### src/rtl/hit_bitmap_readout_if.sv
`default_nettype none
// ============================================================================
//  Module   : hit_bitmap_readout_if
//  Purpose  : Valid/ready hit-address stream from the bitmap reader to the
//             downstream hit-list / road-matching logic.
//  Revision : 1.0 - initial release
// ============================================================================
interface hit_bitmap_readout_if #(
    parameter int ADDRBITS = 10
) ();
    logic [ADDRBITS-1:0] address;
    logic                addressValid;
    logic                addressReady;

    // Producer side (the bitmap reader).
    modport master (
        output address,
        output addressValid,
        input  addressReady
    );

    // Consumer side (hit-list logic).
    modport slave (
        input  address,
        input  addressValid,
        output addressReady
    );
endinterface
`default_nettype wire

### src/rtl/hit_bitmap_readout.sv
`default_nettype none
// ============================================================================
//  Module   : hit_bitmap_readout
//  Purpose  : Scans every row of the hit-bitmap RAM after a start pulse and
//             emits one {row, col} hit address per set bit over a valid/ready
//             stream, ascending row then ascending column.
//  Options  : CLEAR_ON_READ_EN - zero each row in the cycle after it is read.
//  Revision : 1.0 - initial release
// ============================================================================
module hit_bitmap_readout #(
    parameter int WORDLENGTH   = 16,
    parameter int COLINDEXBITS = 4,
    parameter int ROWINDEXBITS = 6,
    parameter int MEMNROWS     = 64
) (
    input  wire logic                                   clock,
    input  wire logic                                   resetN,
    input  wire logic                                   startReadout,
    output logic                                        readoutBusy,
    output logic                                        readoutDone,
    output logic [ROWINDEXBITS-1:0]                     memRowIndex,
    output logic                                        memReadEnable,
    input  wire logic [WORDLENGTH-1:0]                  memReadData,
    output logic                                        memWriteEnable,
    output logic [WORDLENGTH-1:0]                       memWriteData,
    output logic [ROWINDEXBITS+COLINDEXBITS:0]          hitCount,
    hit_bitmap_readout_if.master                        hitStream
);

    localparam int                      HITBITS  = ROWINDEXBITS + COLINDEXBITS + 1;
    localparam logic [ROWINDEXBITS-1:0] LAST_ROW = ROWINDEXBITS'(MEMNROWS - 1);

    typedef enum logic [2:0] {
        IDLE  = 3'd0,
        FETCH = 3'd1,
        LATCH = 3'd2,
        SCAN  = 3'd3,
        DONE  = 3'd4
    } state_t;

    state_t                                 state_q, state_d;
    logic [ROWINDEXBITS-1:0]                row_q, row_d;
    logic [WORDLENGTH-1:0]                  pend_q, pend_d;
    logic [ROWINDEXBITS+COLINDEXBITS-1:0]   addr_q, addr_d;
    logic                                   valid_q, valid_d;
    logic [HITBITS-1:0]                     hit_q, hit_d;
    logic [WORDLENGTH-1:0]                  pend_clr;

    // Index of the lowest set bit; 0 for an all-zero word (never used then).
    function automatic logic [COLINDEXBITS-1:0] lowest_set(input logic [WORDLENGTH-1:0] v);
        lowest_set = '0;
        for (int i = WORDLENGTH - 1; i >= 0; i--) begin
            if (v[i]) lowest_set = COLINDEXBITS'(i);
        end
    endfunction

    // The presented address is always the lowest pending bit, so clearing the
    // lowest set bit retires exactly the address being handed over.
    assign pend_clr = pend_q & (pend_q - WORDLENGTH'(1));

    // State and datapath registers; reset abandons any scan in progress.
    always_ff @(posedge clock or negedge resetN) begin
        if (!resetN) begin
            state_q <= IDLE;
            row_q   <= '0;
            pend_q  <= '0;
            addr_q  <= '0;
            valid_q <= 1'b0;
            hit_q   <= '0;
        end else begin
            state_q <= state_d;
            row_q   <= row_d;
            pend_q  <= pend_d;
            addr_q  <= addr_d;
            valid_q <= valid_d;
            hit_q   <= hit_d;
        end
    end

    // Next-state logic: fetch/latch each row, drain its set bits, then advance.
    always_comb begin
        state_d = state_q;
        row_d   = row_q;
        pend_d  = pend_q;
        addr_d  = addr_q;
        valid_d = valid_q;
        hit_d   = hit_q;
        case (state_q)
            IDLE: begin
                if (startReadout) begin
                    state_d = FETCH;
                    row_d   = '0;
                    hit_d   = '0;
                end
            end
            FETCH: state_d = LATCH;
            LATCH: begin
                pend_d = memReadData;
                if (memReadData != '0) begin
                    state_d = SCAN;
                    addr_d  = {row_q, lowest_set(memReadData)};
                    valid_d = 1'b1;
                end else if (row_q == LAST_ROW) begin
                    state_d = DONE;
                end else begin
                    row_d   = row_q + 1'b1;
                    state_d = FETCH;
                end
            end
            SCAN: begin
                if (valid_q && hitStream.addressReady) begin
                    pend_d = pend_clr;
                    if (hit_q != {HITBITS{1'b1}}) hit_d = hit_q + 1'b1;
                    if (pend_clr == '0) begin
                        valid_d = 1'b0;
                        if (row_q == LAST_ROW) begin
                            state_d = DONE;
                        end else begin
                            row_d   = row_q + 1'b1;
                            state_d = FETCH;
                        end
                    end else begin
                        addr_d = {row_q, lowest_set(pend_clr)};
                    end
                end
            end
            DONE:    state_d = IDLE;
            default: state_d = IDLE;
        endcase
    end

    // RAM port strobes and status outputs decoded from the current state.
    always_comb begin
        memReadEnable  = (state_q == FETCH);
        memRowIndex    = '0;
        memWriteEnable = 1'b0;
        memWriteData   = '0;
        if (state_q == FETCH) memRowIndex = row_q;
`ifdef CLEAR_ON_READ_EN
        if (state_q == LATCH) begin
            memWriteEnable = 1'b1;
            memRowIndex    = row_q;
        end
`endif
        readoutBusy = (state_q == FETCH) || (state_q == LATCH) || (state_q == SCAN);
        readoutDone = (state_q == DONE);
    end

    assign hitStream.address      = addr_q;
    assign hitStream.addressValid = valid_q;
    assign hitCount               = hit_q;

endmodule
`default_nettype wire

### src/flat_wrapper.sv
// flat-port wrapper written by rule: the top's interface ports become plain ports
module hit_bitmap_readout_flat 
#(
    parameter int WORDLENGTH   = 16,
    parameter int COLINDEXBITS = 4,
    parameter int ROWINDEXBITS = 6,
    parameter int MEMNROWS     = 64
)
  (clock, resetN, startReadout, readoutBusy, readoutDone, memRowIndex, memReadEnable, memReadData, memWriteEnable, memWriteData, hitCount, hitStream_address, hitStream_addressValid, hitStream_addressReady);
  hit_bitmap_readout_if #(.ADDRBITS((6) + (4))) hitStream_i ();
  input  wire logic clock;
  input  wire logic resetN;
  input  wire logic startReadout;
  output logic readoutBusy;
  output logic readoutDone;
  output logic [ROWINDEXBITS-1:0] memRowIndex;
  output logic memReadEnable;
  input  wire logic [WORDLENGTH-1:0] memReadData;
  output logic memWriteEnable;
  output logic [WORDLENGTH-1:0] memWriteData;
  output logic [ROWINDEXBITS+COLINDEXBITS:0] hitCount;
  output wire logic [$bits(hitStream_i.address)-1:0] hitStream_address;
  output wire logic [$bits(hitStream_i.addressValid)-1:0] hitStream_addressValid;
  input wire logic [$bits(hitStream_i.addressReady)-1:0] hitStream_addressReady;
  assign hitStream_address = hitStream_i.address;
  assign hitStream_addressValid = hitStream_i.addressValid;
  assign hitStream_i.addressReady = hitStream_addressReady;
  hit_bitmap_readout #(.WORDLENGTH(WORDLENGTH), .COLINDEXBITS(COLINDEXBITS), .ROWINDEXBITS(ROWINDEXBITS), .MEMNROWS(MEMNROWS)) u_core (.clock(clock), .resetN(resetN), .startReadout(startReadout), .readoutBusy(readoutBusy), .readoutDone(readoutDone), .memRowIndex(memRowIndex), .memReadEnable(memReadEnable), .memReadData(memReadData), .memWriteEnable(memWriteEnable), .memWriteData(memWriteData), .hitCount(hitCount), .hitStream(hitStream_i));
endmodule
### config.mk
export PLATFORM = sky130hd
export DESIGN_NAME = hit_bitmap_readout_flat
export DESIGN_NICKNAME = d
export VERILOG_FILES = /design/src/rtl/hit_bitmap_readout_if.sv /design/src/rtl/hit_bitmap_readout.sv /design/src/flat_wrapper.sv
export SDC_FILE = /design/constraint.sdc
export NUM_CORES = 1
export LEC_CHECK = 0
export BUFFER_PORTS_ARGS = -buffer_cell sky130_fd_sc_hd__clkbuf_2
export CAP_MARGIN = 40
export CELL_PAD_IN_SITES_DETAIL_PLACEMENT = 1
export CELL_PAD_IN_SITES_GLOBAL_PLACEMENT = 2
export CORE_UTILIZATION = 29
export DETAILED_ROUTE_END_ITERATION = 7
export HOLD_SLACK_MARGIN = 0.05
export PLACE_DENSITY = 0.81
export RECOVER_POWER = 50
export SLEW_MARGIN = 40
export SYNTH_ARGS = -nofsm -noshare
export SYNTH_HDL_FRONTEND = slang
export SYNTH_SLANG_ARGS = --single-unit
### constraint.sdc
create_clock -name clock -period 2.7 [get_ports clock]
set_input_delay 0.405 -clock clock [delete_from_list [all_inputs] [get_ports clock]]
set_output_delay 0.405 -clock clock [all_outputs]
set_load 0.01 [all_outputs]
==> metrics.yaml, run 1 <==
run_status:
  status: "complete, no violations"
final_layout:
  layout.cells.most_common: "dfrtp_1"
  diodes: 0
  num-fill-cells: 1352
  nNetsFinal: 486
  fin_util_pct: 36.5
  drive_gt1_share_pct: 21.7
  final_cell_mix: "dfrtp_1, buf_4, nand2_1, nor2_1, clkbuf_2"
  syn2layout_area_growth_pct: 22.0
  design_area_sq_mm: 0.00398
floorplanning:
  dieArea_sq_mm: 0.0117
  num_io_pins: 68
  rows: 38
  die_h_microns: 108
  dieWidth_microns: 108
  core_sq_mm: 0.0109
  start_util_pct: 29.9
placement:
  dp_hpwl_microns: 8110
  placed_cell_area_sq_mm: 0.00388
  gp_congestion: 0.812
  port_buffers: 50
  dp_worst_setup_slack_ns: -0.0676
global_routing:
  grt_pass1_vias: 3396
  grt_max_degree: 32
  grtUsageTotal_pct: 19.6
  grt_first_pass_wirelength_microns: 17600
  grt-ovfl-total: 0
  antenna_found_initial: 0
timing:
  maxSlewViolCount: 0
  setup_slack_ns: 0.00772
  setup_viol: 0
  relSlewSlack_pct: 33.2
  period_minus_slack_ns: 2.69
  fmax_ghz: 0.371
  worst_clock_skew_ns: 0.0146
  finalCritPeriodShare_pct: 99.7
  rsz0062_at_grt: "true"
  hold_viol: 0
  worstMarginPinSlew_ns: 1.00
  setup_tns_ns: 0
yosys:
  synth-main-ff-cell: "dfrtp_1"
  ys_seq_elements: 47
  synth_async_sr_flop_share_pct: 100
  ys_seq_area_share_pct: 36.1
  syn-cell-area_sq_mm: 0.00326
  synth_edf_count: 0
  yosysWarningCount: 0
  synthCells: 385
  synth_cell_types: 61
  postSynthAreaPerCell_sq_um: 8.47
min_path:
  hold-path-cell-count: 3
  hold_class: "in2reg"
setup_path:
  cp.required_ns: 2.92
  crit_cells: 9
  ff2ff_path_depth: 9
  path_class: "reg2reg"
  worst_setup_path_end_kind: "flop"
  worst-path-max-fanout: 10
  cp_num_buf_inv: 2
  cp_cell_sequence: "nor4_2 > buf_4 > a31oi_1 > o41a_1 > a211o_1 > a21o_1 > a22oi_4 > buf_12 > mux2_2"
  slowest_stage: "dfrtp_2"
  cp-start-kind: "flop"
  path_delay_family: "compound AO/OA/AOI/OAI gates"
  slowest_delay_ns: 0.45
  worstPathArrival_ns: 2.91
clock_network:
  cts-buffers-inserted: 5
  clk_latency_ns: 0.33
  htree_levels: 2
  clock_path_buffers: 2
  cts_tree: "yes"
  clock-sinks: 47
  clkSlewWorstSetupHoldPaths_ns: 0.10
  cts_root_buffer: "clkbuf_8"
detailed_routing:
  via_count: 3236
  wire_per_inst_microns: 17.7
  drt-pass1-iter-count: 4
  drtIter0Drc: 96
  drt-total-wl_microns: 10700
  ant_nets: 0
  route.detailed.drc: 0
  via_per_inst: 5.35
power_and_ir_drop:
  p_per_area_mw_per_mm2: 1160
  ir_drop_uv: 362
  leakagePower_nw: 1.75
job:
  cap_violations: 0
## cell families (layout without fill, tap and decap cells)
kind of cell,after synthesis,in the layout,synth area share (%)
muxes,14,14,4.68
DFF,47,47,36.1
AOI/OAI and AO/OA,119,119,25.6
and+or+nand+nor,135,135,21.2
adders and majority gates,4,4,1.38
other,1,17,0.115
buffers and inverters,56,120,8.52
xor gates and xnor gates,9,9,2.42
## flip-flops by register name, indices dropped and copies added (netlist names)
register / cells
u_core.hitStream.address: 10
u_core.row_q: 6
u_core.hitStream.addressValid: 1
u_core.state_q: 3
u_core.hitCount: 11
u_core.pend_q: 16
## layer usage
layer / track usage (%) / routed length (microns)
met1: 25.5 / 5080
met3: 3.98 / 407
met5: 0 / 0
met2: 32.7 / 5040
met4: 5.87 / 171
## through the flow
stage | cells | hold slack [ns] | power (W)
2_1_floorplan | 401 | 0.109 | 0.00302
3_3_place_gp | 594 | 0.379 | 0.00403
3_5_place_dp | 594 | 0.384 | 0.00412
4_1_cts | 603 | 0.330 | 0.00463
5_1_grt | 605 | 0.357 | 0.00499
6_report | 605 | 0.328 | 0.00460
## worst reg2reg max path: stages, from the launching register on
cell	delay [ns]
dfrtp_2	0.45
nor4_2	0.27
buf_4	0.19
a31oi_1	0.11
o41a_1	0.35
a211o_1	0.33
a21o_1	0.20
a22oi_4	0.19
buf_12	0.16
mux2_2	0.33
## repair_timing
item	in CTS	in global routing
buffers inserted	0	2
pin swaps	0	2
resized for setup	1	2
endpoints found under the hold margin	16	0
endpoints found under the setup margin	12	16
hold buffers	1	0
cloned	0	0
## area by class of cell
| cell class | instances | area (sq um) | area share [%] |
|---|---|---|---|
| Inverter | 17 | 63.8 | 1.61 |
| Sequential cell | 47 | 1180 | 29.6 |
| Clock inverter | 2 | 16.3 | 0.409 |
| Tap cell | 140 | 175 | 4.41 |
| Timing Repair Buffer | 95 | 573 | 14.4 |
| Multi-Input combinational cell | 298 | 1900 | 47.7 |
| Clock buffer | 6 | 72.6 | 1.83 |
## path summary, 6_finish.rpt
path / start / to / slack [ns]
worst max-delay path: u_core.pend_q[3] / u_core.hitStream.address[0] / 0.008
min in group asynchronous: resetN / u_core.pend_q[1] / 0.75
worst max register to register: u_core.pend_q[3] / u_core.hitStream.address[0] / 0.008
max in group asynchronous: resetN / u_core.hitStream.address[8] / 0.61
worst min register to register: u_core.hitStream.address[9] / u_core.hitStream.address[9] / 0.51
worst min-delay path: memReadData[0] / u_core.pend_q[0] / 0.33
## report_power, final
group	switching, W	leakage [nW]	total [W]	internal, W
combinational	0.00156	1.11	0.00286	0.00130
clock	0.000284	0.0418	0.000471	0.000187
sequential	0.000304	0.599	0.00127	0.000962
## synthesized netlist by cell type (4+ instances only)
library cell / count / share of area [%]
o31ai_1: 7 / 1.6
a22o_1: 13 / 3.5
nand3_1: 15 / 2.3
mux2i_1: 4 / 1.2
and2_1: 5 / 0.96
nor3_1: 13 / 2.0
nor4_1: 7 / 1.3
a211oi_1: 4 / 0.92
nand4_1: 7 / 1.3
nor2_1: 29 / 3.3
mux2_2: 9 / 3.1
a21oi_1: 21 / 3.2
o211ai_1: 4 / 0.92
buf_4: 17 / 3.9
a31oi_1: 4 / 0.77
dfrtp_1: 47 / 36
o22ai_1: 6 / 1.2
clkbuf_1: 19 / 2.2
xor2_1: 7 / 1.9
nand2_1: 33 / 3.8
nand2b_1: 5 / 0.96
and3_1: 4 / 0.77
inv_1: 16 / 1.8
a21o_1: 6 / 1.4
o21a_1: 5 / 1.2
o21ai_0: 26 / 4.0
a221oi_1: 4 / 1.1
No activity file was read; power rests on OpenSTA's default activity.
==> run 2, diff against run 1 <==
==> constraint.sdc (replaced) <==
create_clock -name clock -period 2.7 [get_ports clock]
set_input_delay 0.675 -clock clock [delete_from_list [all_inputs] [get_ports clock]]
set_output_delay 0.675 -clock clock [all_outputs]
set_load 0.01 [all_outputs]
==> metrics.yaml, run 2 (same netlist as run 1, synthesis figures left out) <==
run_status:
  status: "complete, no violations"
setup_path:
  worst_setup_path_end_kind: "flop"
  cp.required_ns: 2.90
  worstPathArrival_ns: 2.85
  ff2ff_path_depth: 9
  worst-path-max-fanout: 10
  timing.rr.start: "u_core.pend_q[2]"
  r2r_setup_slack_ns: 0.05
  cp-start-kind: "flop"
  path_class: "reg2reg"
  worstReg2RegEnd: "u_core.hitStream.address[6]"
final_layout:
  final_cells: 614
  drive_gt1_share_pct: 25.9
  diodes: 0
  layout.cells.most_common: "buf_4"
  fin_util_pct: 37.3
  syn2layout_area_growth_pct: 24.8
  final_cell_mix: "buf_4, dfrtp_1, clkbuf_2, nand2_1, nor2_1"
  nNetsFinal: 495
  max_flop_register: "u_core.pend_q"
  largest_register_ffs: 16
global_routing:
  grt_first_pass_wirelength_microns: 17000
  grt_max_degree: 48
  antenna_found_initial: 0
  grt-ovfl-total: 0
  grtUsageTotal_pct: 18.8
  grt_pass1_vias: 3256
floorplanning:
  dieWidth_microns: 108
  rows: 38
  num_io_pins: 68
  start_util_pct: 29.9
  die_h_microns: 108
  core_sq_mm: 0.0109
  dieArea_sq_mm: 0.0117
timing:
  setup_slack_ns: 0.0505
  maxSlewViolCount: 0
  relSlewSlack_pct: 15.8
  worstMarginPinSlew_ns: 1.26
  hold_viol: 0
  setup_viol: 0
  rsz0062_at_grt: "true"
  fmax_ghz: 0.377
  period_minus_slack_ns: 2.65
  worst_clock_skew_ns: 0.00919
  finalCritPeriodShare_pct: 98.1
job:
  cap_violations: 0
min_path:
  hold-path-cell-count: 1
  hold_end: "u_core.hitStream.address[9]"
  hold_class: "reg2reg"
  min-delay-start: "u_core.hitStream.address[9]"
clock_network:
  clock-sinks: 47
  htree_levels: 2
  clk_latency_ns: 0.31
  cts_hold_buf: 0
  clkSlewWorstSetupHoldPaths_ns: 0.10
  clock_path_buffers: 2
  cts_tree: "yes"
  cts-buffers-inserted: 5
  cts_root_buffer: "clkbuf_8"
detailed_routing:
  via_per_inst: 5.35
  route.detailed.drc: 0
  drtIter0Drc: 142
  drt-total-wl_microns: 10700
  wire_per_inst_microns: 17.5
  via_count: 3283
  drt-pass1-iter-count: 4
  ant_nets: 0
power_and_ir_drop:
  p_int_w: 0.00250
  seqPwrFrac_pct: 27.2
  p_switching_w: 0.00214
  comb_power_share_pct: 63.0
  p_clk_share_pct: 9.8
  ir_drop_uv: 436
  swShare_pct: 46.1
  p_per_area_mw_per_mm2: 1140
  leakagePower_nw: 1.82
placement:
  dp_hpwl_microns: 8090
  dp_worst_setup_slack_ns: -0.000119
  gp_congestion: 0.841
  port_buffers: 50
  dp_cells: 601
==> run 2: changes by cell type in the layout (fill, tap and decap cells not counted), sizes merged <==
cell | previous run | this run
buf | 43 | 53
clkbuf | 57 | 56
clkinv | 1 | 2
clkinvlp | 1 | 2
dlygate4sd3 | 1 | 0
inv | 17 | 16
==> run 2: timing repair <==
action | 4_1_cts | 5_1_grt
setup endpoints to repair | 9 | 15
buffers inserted | 0 | 5
resized for setup | 1 | 6
pin swaps | 0 | 5
cloned | 0 | 0
==> run 2: power groups by stage <==
stage / sequential (W) / clock, W / combinational, W
3_5_place_dp: 0.00127 / 0 / 0.00282
3_3_place_gp: 0.00126 / 0 / 0.00276
6_report: 0.00126 / 0.000455 / 0.00292
5_1_grt: 0.00131 / 0.000492 / 0.00323
2_1_floorplan: 0.00120 / 0 / 0.00183
4_1_cts: 0.00126 / 0.000472 / 0.00285
==> run 2: layout make-up <==
type	count	area, sq um
inverters	17	63.8
well taps	140	175
clock inverters	3	20.0
multi-input cells	298	1910
repair buffers	104	648
clock buffers	5	68.8
fillers	1324	6820
flip-flops and latches	47	1180
==> run 2: per-layer routing <==
layer	global-route usage (%)	vias to the layer above	routed length (microns)
met5	0	-	0
met4	4.70	0	189
met3	2.53	12	411
met2	31.8	71	5140
met1	25.3	1639	4990
li1	-	1561	-
==> run 2: worst max-delay path by stage <==
stage | startpoint | slack [ns] | to | cells past startpoint
5_1_grt | u_core.pend_q[2] | -0.009 | u_core.row_q[5] | 8
3_5_place_dp | u_core.pend_q[2] | -0.0001 | u_core.hitStream.address[6] | 8
6_report | u_core.pend_q[2] | 0.05 | u_core.hitStream.address[6] | 9
2_1_floorplan | u_core.pend_q[1] | 0.008 | u_core.hitStream.address[0] | 9
4_1_cts | u_core.pend_q[3] | 0.04 | u_core.hitStream.address[6] | 9
3_3_place_gp | u_core.pend_q[3] | 0.06 | u_core.hitStream.address[0] | 8
==> run 2: critical path: stages (launching register included) <==
cell and delay (ns):
dfrtp_1 0.43, nor4_2 0.25, buf_4 0.19, and4_4 0.24, nand2_2 0.09, a2111o_1 0.44
a21o_1 0.22, a22oi_4 0.19, buf_12 0.16, mux2_2 0.33
==> run 2: through the flow <==
stage	setup TNS, ns	power (W)	instance area [sq um]	hold slack [ns]
finish	0	0.00464	4070	0.509
global route	-0.0132	0.00503	4070	0.543
CTS	0	0.00459	4020	0.488
detailed placement	-0.000119	0.00410	3930	0.489
global placement	0	0.00402	3930	0.493
floorplan	0	0.00302	3340	0.379
==> run 3, diff against run 2 <==
--- a/config.mk
+++ b/config.mk
@@ -12,9 +12,9 @@
 export CORE_UTILIZATION = 29
 export DETAILED_ROUTE_END_ITERATION = 7
 export HOLD_SLACK_MARGIN = 0.05
-export PLACE_DENSITY = 0.81
+export PLACE_DENSITY = 0.73
 export RECOVER_POWER = 50
-export SLEW_MARGIN = 40
+export SLEW_MARGIN = 20
 export SYNTH_ARGS = -nofsm -noshare
 export SYNTH_HDL_FRONTEND = slang
 export SYNTH_SLANG_ARGS = --single-unit
==> metrics.yaml, run 3 (same netlist as run 1, synthesis figures left out) <==
run_status:
  status: "finished with violations"
  violations: "negative setup slack"
timing:
  setup_slack_ns: -0.0209
  fmax_ghz: 0.368
  worst_clock_skew_ns: 0.0123
  hold_viol: 0
  rsz0062_at_grt: "true"
  timing.hold.ws_ns: 0.510
  relSlewSlack_pct: 5.86
  maxSlewViolCount: 0
  setup_viol: 8
  finalCritPeriodShare_pct: 101
  worstMarginPinSlew_ns: 1.41
  period_minus_slack_ns: 2.72
final_layout:
  drive_gt1_share_pct: 27.9
  nNetsFinal: 501
  max_flop_register: "u_core.pend_q"
  syn2layout_area_growth_pct: 27.1
  final_cell_mix: "buf_4, dfrtp_1, clkbuf_2, nand2_1, nor2_1"
  largest_register_ffs: 16
  layout.cells.most_common: "buf_4"
  diodes: 0
  final_cells: 620
setup_path:
  path_class: "reg2reg"
  worst_setup_path_end_kind: "flop"
  r2r_setup_slack_ns: -0.02
  worstPathArrival_ns: 2.93
  cp.required_ns: 2.91
  slowest_delay_ns: 0.45
  slowest_stage: "dfrtp_1"
  worst-path-max-fanout: 7
  cp_cell_sequence: "nor4_4 > buf_4 > and4_4 > nand2_4 > a2111o_1 > a21o_1 > a22oi_4 > buf_12 > mux2_2"
  cp-start-kind: "flop"
placement:
  gp_congestion: 0.796
  dp_hpwl_microns: 8270
  dp_worst_setup_slack_ns: -0.0371
  port_buffers: 50
  dp_cells: 605
detailed_routing:
  route.detailed.drc: 0
  drt-pass1-iter-count: 4
  ant_nets: 0
  drtIter0Drc: 61
  drt-total-wl_microns: 10900
  via_count: 3240
  via_per_inst: 5.23
  wire_per_inst_microns: 17.5
power_and_ir_drop:
  leakagePower_nw: 1.88
  power_w: 0.00474
  p_per_area_mw_per_mm2: 1150
  ir_drop_uv: 423
floorplanning:
  dieArea_sq_mm: 0.0117
  num_io_pins: 68
  core_sq_mm: 0.0109
  dieWidth_microns: 108
  die_h_microns: 108
  rows: 38
  start_util_pct: 29.9
global_routing:
  antenna_found_initial: 0
  grt_pass1_vias: 3311
  grt_max_degree: 26
  grtUsageTotal_pct: 19.9
  grt_first_pass_wirelength_microns: 17700
  grt-ovfl-total: 0
job:
  cap_violations: 0
clock_network:
  clock_path_buffers: 2
  htree_levels: 2
  cts_hold_buf: 0
  cts_tree: "yes"
  clk_latency_ns: 0.32
  cts-buffers-inserted: 5
  clkSlewWorstSetupHoldPaths_ns: 0.10
  clock-sinks: 47
  cts_root_buffer: "clkbuf_8"
min_path:
  hold_class: "reg2reg"
## run 3: cell type report
type / count / area [sq um]
sequential: 47 / 1180
multi-input combinational: 298 / 1940
clock buffer: 6 / 72.6
inverter: 17 / 63.8
tap: 140 / 175
timing repair buffer: 110 / 702
fill: 1353 / 6750
clock inverter: 2 / 17.5
## run 3: critical path, delay by kind of cell, from the launching register on
family,cells,cell delay (ns)
multiplexers,1,0.33
AND/OR/NAND/NOR,3,0.59
AO/OA/AOI/OAI,3,0.89
flip-flops,1,0.45
buffers and inverters,2,0.33
## run 3: final timing paths
path	to	from	depth (start not counted)
setup / recovery	u_core.hitStream.address[7]	u_core.pend_q[2]	9
hold / removal	u_core.hitStream.address[9]	u_core.hitStream.address[9]	1
setup reg to reg	u_core.hitStream.address[7]	u_core.pend_q[2]	9
hold reg to reg	u_core.hitStream.address[9]	u_core.hitStream.address[9]	1
max in group asynchronous	u_core.pend_q[10]	resetN	2
min in group asynchronous	u_core.hitCount[5]	resetN	1
## run 3: layer usage
layer  track usage [%]  share of wire (%)
met1              25.7                 45
met3              2.95                3.3
met5                 0                  0
met4              6.46                1.9
met2              34.0                 49
## run 3: timing repair
action / in CTS / in global routing
hold endpoints to repair: 0 / 0
pin swaps: 3 / 3
resized for setup: 4 / 10
setup buffers: 2 / 6
endpoints found under the setup margin: 10 / 16
## run 3: through the flow
step | area (sq um) | setup TNS, ns | util [%]
floorplan | 3340 | 0 | -
global placement | 3970 | 0 | 36.5
detailed placement | 3970 | -0.240 | 36.5
CTS | 4090 | 0 | 37.6
global route | 4140 | -1.19 | 38.0
finish | 4140 | -0.126 | 38.0
## run 3: power by group
part	switching, W	internal, W
Sequential	0.000302	0.000962
Combinational	0.00162	0.00141
Clock	0.000272	0.000187
